$ cat src/rtl/elevator_pkg.sv
// Shared elevator encodings: floor codes on `state`, travel direction, invalid floor.
package elevator_pkg;
  localparam int unsigned NUM_FLOORS = 3;

  localparam logic [1:0] ST_FLOOR_ENC  = 2'b00;
  localparam logic [1:0] ND_FLOOR_ENC  = 2'b01;
  localparam logic [1:0] RD_FLOOR_ENC  = 2'b10;
  localparam logic [1:0] INVALID_FLOOR = 2'b11;

  typedef enum logic [1:0] {
    DIR_IDLE = 2'b00,
    DIR_UP   = 2'b01,
    DIR_DOWN = 2'b10
  } dir_e;
endpackage

$ cat src/rtl/button_sync_edge.sv
// Two-flop synchronizer for a raw call button followed by a rising-edge detector.
module button_sync_edge (
  input  logic clk,
  input  logic rst,
  input  logic btn,
  output logic press
);
  logic sync1, sync2, sync2_d;

  always_ff @(posedge clk or posedge rst) begin
    if (rst) begin
      sync1   <= 1'b0;
      sync2   <= 1'b0;
      sync2_d <= 1'b0;
    end else begin
      sync1   <= btn;
      sync2   <= sync1;
      sync2_d <= sync2;
    end
  end

  // A button held through reset release still shows a 0->1 edge here.
  assign press = sync2 & ~sync2_d;
endmodule

$ cat src/rtl/call_registrar.sv
// Call request LEDs for a three-floor car plus the registered travel direction / target.
module call_registrar
  import elevator_pkg::*;
#(
  parameter logic [1:0] ST_FLOOR = ST_FLOOR_ENC,
  parameter logic [1:0] ND_FLOOR = ND_FLOOR_ENC,
  parameter logic [1:0] RD_FLOOR = RD_FLOOR_ENC
) (
  input  logic       clk,
  input  logic       rst,
  input  logic [1:0] state,
  input  logic       st_button,
  input  logic       nd_button,
  input  logic       rd_button,
  input  logic       open_door,
  output logic       st_led,
  output logic       nd_led,
  output logic       rd_led,
  output logic [1:0] target_floor,
  output logic       target_valid,
  output logic [1:0] dir
);
  logic [NUM_FLOORS-1:0]       btn, press, clr, led_q;
  logic [NUM_FLOORS-1:0][1:0]  floor_enc;
  logic [1:0]                  cur_idx, lo_above, hi_below;
  logic                        cur_valid, any_above, any_below;
  dir_e                        dir_q;

  assign btn       = {rd_button, nd_button, st_button};
  assign floor_enc = {RD_FLOOR, ND_FLOOR, ST_FLOOR};

  button_sync_edge u_btn [NUM_FLOORS-1:0] (
    .clk   (clk),
    .rst   (rst),
    .btn   (btn),
    .press (press)
  );

  always_comb begin
    cur_valid = 1'b0;
    cur_idx   = 2'd0;
    for (int i = 0; i < NUM_FLOORS; i++) begin
      if (state != INVALID_FLOOR && state == floor_enc[i]) begin
        cur_valid = 1'b1;
        cur_idx   = 2'(i);
      end
    end
  end

  always_comb begin
    for (int i = 0; i < NUM_FLOORS; i++)
      clr[i] = open_door & cur_valid & (cur_idx == 2'(i));
  end

  // Clear beats a same-cycle set, so a press at an open door is absorbed.
  always_ff @(posedge clk or posedge rst) begin
    if (rst) led_q <= '0;
    else     led_q <= (led_q | press) & ~clr;
  end

  assign {rd_led, nd_led, st_led} = led_q;

  // Scan order makes the last hit the nearest floor on each side.
  always_comb begin
    any_above = 1'b0;
    any_below = 1'b0;
    lo_above  = ST_FLOOR;
    hi_below  = ST_FLOOR;
    for (int i = NUM_FLOORS - 1; i >= 0; i--) begin
      if (led_q[i] && 2'(i) > cur_idx) begin
        any_above = 1'b1;
        lo_above  = floor_enc[i];
      end
    end
    for (int i = 0; i < NUM_FLOORS; i++) begin
      if (led_q[i] && 2'(i) < cur_idx) begin
        any_below = 1'b1;
        hi_below  = floor_enc[i];
      end
    end
  end

  always_ff @(posedge clk or posedge rst) begin
    if (rst) begin
      dir_q        <= DIR_IDLE;
      target_floor <= ST_FLOOR;
      target_valid <= 1'b0;
    end else if (cur_valid) begin
      case (dir_q)
        DIR_IDLE, DIR_UP: begin
          if (any_above) begin
            dir_q        <= DIR_UP;
            target_floor <= lo_above;
            target_valid <= 1'b1;
          end else if (any_below) begin
            dir_q        <= DIR_DOWN;
            target_floor <= hi_below;
            target_valid <= 1'b1;
          end else begin
            dir_q        <= DIR_IDLE;
            target_valid <= 1'b0;
          end
        end
        DIR_DOWN: begin
          if (any_below) begin
            dir_q        <= DIR_DOWN;
            target_floor <= hi_below;
            target_valid <= 1'b1;
          end else if (any_above) begin
            dir_q        <= DIR_UP;
            target_floor <= lo_above;
            target_valid <= 1'b1;
          end else begin
            dir_q        <= DIR_IDLE;
            target_valid <= 1'b0;
          end
        end
        default: begin
          dir_q        <= DIR_IDLE;
          target_valid <= 1'b0;
        end
      endcase
    end
  end

  assign dir = dir_q;
endmodule

$ cat config.mk
export PLATFORM = sky130hd
export DESIGN_NAME = call_registrar
export DESIGN_NICKNAME = d
export VERILOG_FILES = /design/src/rtl/elevator_pkg.sv /design/src/rtl/button_sync_edge.sv /design/src/rtl/call_registrar.sv
export SDC_FILE = /design/constraint.sdc
export NUM_CORES = 1
export LEC_CHECK = 0
export BUFFER_PORTS_ARGS = -buffer_cell sky130_fd_sc_hd__buf_2
export CAP_MARGIN = 20
export CORE_MARGIN = 2
export CORE_UTILIZATION = 54
export CTS_CLUSTER_SIZE = 10
export DETAILED_ROUTE_END_ITERATION = 7
export GPL_TIMING_DRIVEN = 1
export PLACE_DENSITY = 0.79
export REMOVE_ABC_BUFFERS = 1
export SLEW_MARGIN = 20
export SYNTH_ARGS = -nofsm -noshare
export SYNTH_HDL_FRONTEND = slang
export SYNTH_HIERARCHICAL = 1
export SYNTH_SLANG_ARGS = --single-unit
$ cat constraint.sdc
create_clock -name clk -period 2.2 [get_ports clk]
set_clock_uncertainty 0.1 [all_clocks]
set_input_delay 0.33 -clock clk [delete_from_list [all_inputs] [get_ports clk]]
set_output_delay 0.33 -clock clk [all_outputs]
set_load 0.005 [all_outputs]
==> qor.yml, run 1 <==
status: "finished, final reports clean"
initial_utilization: 0.575
avgViaCountPerCell: 5.31
dp_slack_ns: 0.227
r2r-start: "led_q[1]$_DFF_PP0_"
wl_per_cell_um: 13.2
avgSynthCellArea_sq_um: 11.7
die_width_um: 41.0
hold_path.class: "primary input to flip-flop"
yosys-top-cells-count: "dfrtp_1, inv_1, a21oi_1, nand2_1, nor2_1"
synth_warnings: 6
synth_ff_type: "dfrtp_1"
crit_cells: 7
nets: 95
drc: 0
path_buf_inv: 2
wirelength_um: 1290
r2r_end: "target_floor[0]$_DFFE_PP0P_"
p_leak_nw: 0.437
finalCritPeriodShare: 0.772
die_h_um: 41.0
crit_type: "primary input to flip-flop"
relSlewSlack: 0.768
layout-drive-gt1-share: 0.313
clockBufferDepth: 2
grt_overflow: 0
worst_pin_slew_ns: 0.344
clk_pin_slew_ns: 0.09
synth_edf_count: 0
crit_path_end: "target_floor[0]$_DFFE_PP0P_"
die_area_sq_um: 1680
fin_cells: 98
slowest_stage: "or2b_2"
syn2layout_area_growth_pct: 17.8
whs_ns: 0.0469
worst-r2r-setup-slack_ns: 0.67
grt_pass1_wl_um: 2030
power_density_nw_per_um2: 783
route.antenna.remaining_nets: 0
ys_seq_elements: 17
clock_latency_ns: 0.28
port-buffer-count: 15
reg2reg_depth: 4
synthArstFlopShare: 1.00
cts_tree: "done"
critical-path-top-delay-family: "compound AO/OA/AOI/OAI gates"
syn-cell-area_sq_um: 739
fin_util: 0.678
htree_levels: 1
ys_seq_area_frac: 0.575
diodes: 0
p_total_uw: 682
dr_total_vias: 520
antenna_found_initial: 0
drt_iter0_drc: 12
synth_area_leader_cell: "dfrtp_1"
grt_max_degree: 11
numCtsBuffers: 3
yosysTopAreaCellShare: 0.575
dr.pass1.iters: 4
max_stage_delay_ns: 0.33
crit_chain: "buf_2 > inv_1 > ha_1 > or2b_2 > a21oi_1 > a221o_2 > mux2_2"
startpoint_type: "primary input"
ctsHoldBuffers: 1
finalSetupViolations: 0
endpoint_kind: "flip-flop"
peakVddDrop_uv: 426
finalMaxSlewViolations: 0
hpwl_um: 953
cts_root_buffer: "clkbuf_4"
fin_crit_ns: 1.70
cts.sinks: 17
grt_pass1_vias: 481
startpoint: "state[0]"
track_usage: 0.197
synth.distinct_cells: 21
placement_rows: 13
globalplace.congestion: 0.736
cts_resized: 0
synth_most_common_cell: "dfrtp_1"
postCtsSetupBuffers: 0
setup_tns_ns: 0
fp.coreArea_sq_um: 1280
timing.fmax_ghz: 0.589
io_pins: 16
dpl_cell_area_sq_um: 833
worstPathRequired_ns: 2.27
dp_cells: 93
maxCapViolations: 0
synth_cells: 63
hold_viol_final: 0
crit_arrival_ns: 1.77
stdcell_area_sq_um: 871
netlist_top_cells_area: "dfrtp_1, nor2b_4, ha_1"
fin_ws_ns: 0.502
cp_max_fo: 7
rsz0062_at_grt: "false"
==> flip-flops by register name, indices dropped and copies added, names as in the netlist <==
name / flops
target_valid: 1
led_q: 3
target_floor: 2
u_btn/sync2_d: 3
dir: 2
u_btn/sync1: 3
u_btn/sync2: 3
==> placed cells by master, fill, tap and decap left out <==
cell | synthesis | final
ha_1 | 3 | 3
dlygate4sd3_1 | 0 | 1
o31ai_1 | 1 | 1
inv_1 | 8 | 8
o21a_1 | 2 | 2
a221o_2 | 1 | 1
nand2_1 | 4 | 4
or2b_2 | 1 | 1
o311ai_0 | 1 | 1
o21ai_0 | 1 | 1
a21o_1 | 1 | 1
a31oi_1 | 1 | 1
clkbuf_4 | 0 | 3
nor2_1 | 4 | 4
nor2b_1 | 2 | 2
nand3b_1 | 1 | 1
a32o_1 | 1 | 1
buf_2 | 0 | 15
mux2_2 | 2 | 2
a21oi_1 | 5 | 5
dfrtp_1 | 17 | 17
nand2b_1 | 2 | 2
a22oi_1 | 2 | 2
nor2b_4 | 3 | 3
clkinv_2 | 0 | 1
==> worst min-delay path by stage <==
| stage | startpoint | to | cells after the start |
|---|---|---|---|
| 3_5_place_dp | rst | u_btn[2]/sync1$_DFF_PP0_ | 2 |
| 4_1_cts | nd_button | u_btn[1]/sync1$_DFF_PP0_ | 1 |
| 6_report | nd_button | u_btn[1]/sync1$_DFF_PP0_ | 1 |
| 5_1_grt | rd_button | u_btn[2]/sync1$_DFF_PP0_ | 1 |
| 3_3_place_gp | rst | u_btn[2]/sync1$_DFF_PP0_ | 2 |
| 2_1_floorplan | rst | u_btn[0]/sync1$_DFF_PP0_ | 1 |
==> layer usage <==
metal  up-vias  share of wire  global-route usage
li1        253              -                   -
met2        15           0.51               0.320
met1       248           0.41               0.220
met4         0          0.028               0.150
met3         4          0.046              0.0489
met5         -              0                   0
==> worst register-to-register path: cells and delay by family, from the launching register on <==
family | cells | cell delay (ns)
flip-flops | 1 | 0.46
AO/OA/AOI/OAI | 3 | 0.59
multiplexers | 1 | 0.28
==> cells by family after synthesis <==
family | share of synthesized area
adders and majority gates | 0.0508
DFF | 0.575
buffers and inverters | 0.0406
and+or+nand+nor | 0.152
AOI/OAI and AO/OA | 0.151
muxes | 0.0305
==> final cells by class <==
type                       instances  area [sq um]
multi-input combinational         38           284
clock buffer                       3          22.5
fill                              98           414
clock inverter                     1          5.00
timing repair buffer              16          85.1
tap                               15          18.8
sequential                        17           425
inverter                           8          30.0
==> power breakdown <==
group          internal (mW)  switching [mW]  total, mW
Combinational         0.0760          0.0620      0.138
Clock                 0.0674          0.0919      0.159
Sequential             0.351          0.0338      0.385
Total                  0.494           0.188      0.682
No activity file was read; power rests on OpenSTA's default activity.
==> run 2, diff against run 1 <==
--- a/config.mk
+++ b/config.mk
@@ -8,11 +8,11 @@
 export BUFFER_PORTS_ARGS = -buffer_cell sky130_fd_sc_hd__buf_2
 export CAP_MARGIN = 20
 export CORE_MARGIN = 2
-export CORE_UTILIZATION = 54
+export CORE_UTILIZATION = 50
 export CTS_CLUSTER_SIZE = 10
 export DETAILED_ROUTE_END_ITERATION = 7
 export GPL_TIMING_DRIVEN = 1
-export PLACE_DENSITY = 0.79
+export PLACE_DENSITY = 0.74
 export REMOVE_ABC_BUFFERS = 1
 export SLEW_MARGIN = 20
 export SYNTH_ARGS = -nofsm -noshare
==> constraint.sdc (replaced) <==
create_clock -name clk -period 1.7 [get_ports clk]
set_clock_uncertainty 0.1 [all_clocks]
set_input_delay 0.255 -clock clk [delete_from_list [all_inputs] [get_ports clk]]
set_output_delay 0.255 -clock clk [all_outputs]
set_load 0.005 [all_outputs]
==> qor.yml, run 2 (same netlist as run 1, synthesis figures left out) <==
grt_pass1_wl_um: 2250  # +11%
clk_pin_slew_ns: 0.10  # about the same
endpoint_kind: "flip-flop"
die_area_sq_um: 1800  # +7.2%
numCtsBuffers: 3  # unchanged
route.antenna.remaining_nets: 0  # unchanged
layout_common_cells: "dfrtp_1, buf_2, inv_1"
fin_util: 0.715  # +0.0371
relSlewSlack: 0.783  # +0.0147
drt_iter0_drc: 9  # -3
grt_pass1_vias: 523  # +8.7%
finalSetupViolations: 0  # unchanged
avgViaCountPerCell: 5.00  # -5.8%
worstPathRequired_ns: 1.79  # -0.48 ns
maxCapViolations: 0  # unchanged
io_pins: 16  # unchanged
port-buffer-count: 15  # unchanged
power_density_nw_per_um2: 957  # +22%
p_leak_nw: 0.484  # +11%
nets: 105  # +11%
hpwl_um: 1000  # +5.0%
finalMaxSlewViolations: 0  # unchanged
worst_pin_slew_ns: 0.323  # -0.0218 ns
dr.pass1.iters: 4  # unchanged
die_h_um: 42.5  # +3.5%
dp_cells: 100  # +7.5%
stdcell_area_sq_um: 953  # +9.5%
dr_total_vias: 540  # +3.8%
globalplace.congestion: 0.756  # +2.7%
crit_type: "primary input to flip-flop"
worst-r2r-setup-slack_ns: 0.22  # -0.45 ns
rsz0062_at_grt: "false"
finalCritPeriodShare: 0.877
clock_latency_ns: 0.30  # +0.02 ns
crit_arrival_ns: 1.58  # -0.19 ns
cp_max_fo: 3  # -4
crit_chain: "buf_2 > inv_1 > ha_1 > or2b_2 > a21oi_1 > a221o_2 > mux2_2"
postCtsSetupBuffers: 0  # unchanged
fp.coreArea_sq_um: 1330  # +3.8%
syn2layout_area_growth_pct: 28.9
path_buf_inv: 2  # unchanged
final_common_cell: "dfrtp_1"
status: "finished, final reports clean"
layout-drive-gt1-share: 0.355  # +0.0416
diodes: 0  # unchanged
wl_per_cell_um: 12.2  # -7.8%
peakVddDrop_uv: 591  # +39%
max_stage_delay_ns: 0.33  # about the same
slowest_stage: "mux2_2"
critical-path-top-delay-family: "compound AO/OA/AOI/OAI gates"
htree_levels: 1  # unchanged
initial_utilization: 0.554  # -0.0211
drc: 0  # unchanged
fin_cells: 108  # +10%
grt_max_degree: 11  # unchanged
ctsHoldBuffers: 4  # +3
cts_root_buffer: "clkbuf_4"
die_width_um: 42.5  # +3.5%
hold_viol_final: 0  # unchanged
startpoint_type: "primary input"
timing.fmax_ghz: 0.671
hold_path.class: "primary input to async pin"
antenna_found_initial: 0  # unchanged
clockBufferDepth: 2  # unchanged
track_usage: 0.170  # -0.0272
dpl_cell_area_sq_um: 886  # +6.3%
fin_crit_ns: 1.49
wirelength_um: 1320  # +1.6%
cts.sinks: 17  # unchanged
cts_tree: "done"
grt_overflow: 0  # unchanged
cts_resized: 0  # unchanged
placement_rows: 13  # unchanged
[run 2: cell type report]
type | instances | area, sq um
Multi-Input combinational cell | 38 | 284
Inverter | 8 | 30.0
Clock buffer | 3 | 22.5
Clock inverter | 1 | 5.00
Timing Repair Buffer | 26 | 168
Tap cell | 15 | 18.8
Fill cell | 94 | 380
Sequential cell | 17 | 425
[run 2: worst reg2reg max path, cell delays in order (launching register included)]
cell and delay, ns:
dfrtp_1 0.44, nand2b_1 0.17, o311ai_0 0.32, a31oi_1 0.07, mux2_2 0.27
[run 2: final timing paths]
kind                                           from                          end  depth (start not counted)
max                                        state[0]  target_floor[1]$_DFFE_PP0P_                          7
min                                             rst   u_btn[2]/sync2_d$_DFF_PP0_                          3
max reg2reg                      dir[0]$_DFFE_PP0N_  target_floor[1]$_DFFE_PP0P_                          4
min reg2reg                u_btn[0]/sync1$_DFF_PP0_     u_btn[0]/sync2$_DFF_PP0_                          0
max in group asynchronous                       rst           led_q[0]$_DFF_PP0_                          3
min in group clk           u_btn[0]/sync1$_DFF_PP0_     u_btn[0]/sync2$_DFF_PP0_                          0
[run 2: metal layers]
metal | track usage | wire, um | vias to the layer above
met2 | 0.277 | 630 | 13
met5 | 0 | 0 | -
met3 | 0.0388 | 48 | 5
met4 | 0.113 | 36 | 0
li1 | - | - | 273
met1 | 0.199 | 600 | 249
[run 2: through the flow]
stage	TNS, ns	hold slack (ns)	power, mW	worst slack (ns)
after floorplan	0	-0.0914	0.610	0.0215
after global placement	-0.145	0.0511	0.694	-0.0737
after detailed placement	-0.204	0.0546	0.699	-0.104
after CTS	0	0.273	0.923	0.201
after global routing	0	0.284	0.965	0.148
final	0	0.269	0.912	0.210
[run 2: power by group]
part           internal (mW)  leakage, nW  switching [mW]  total, mW
Combinational          0.116        0.269          0.0860      0.202
Sequential             0.454        0.197          0.0382      0.492
Clock                 0.0878       0.0177           0.130      0.218
Total                  0.658        0.484           0.255      0.912
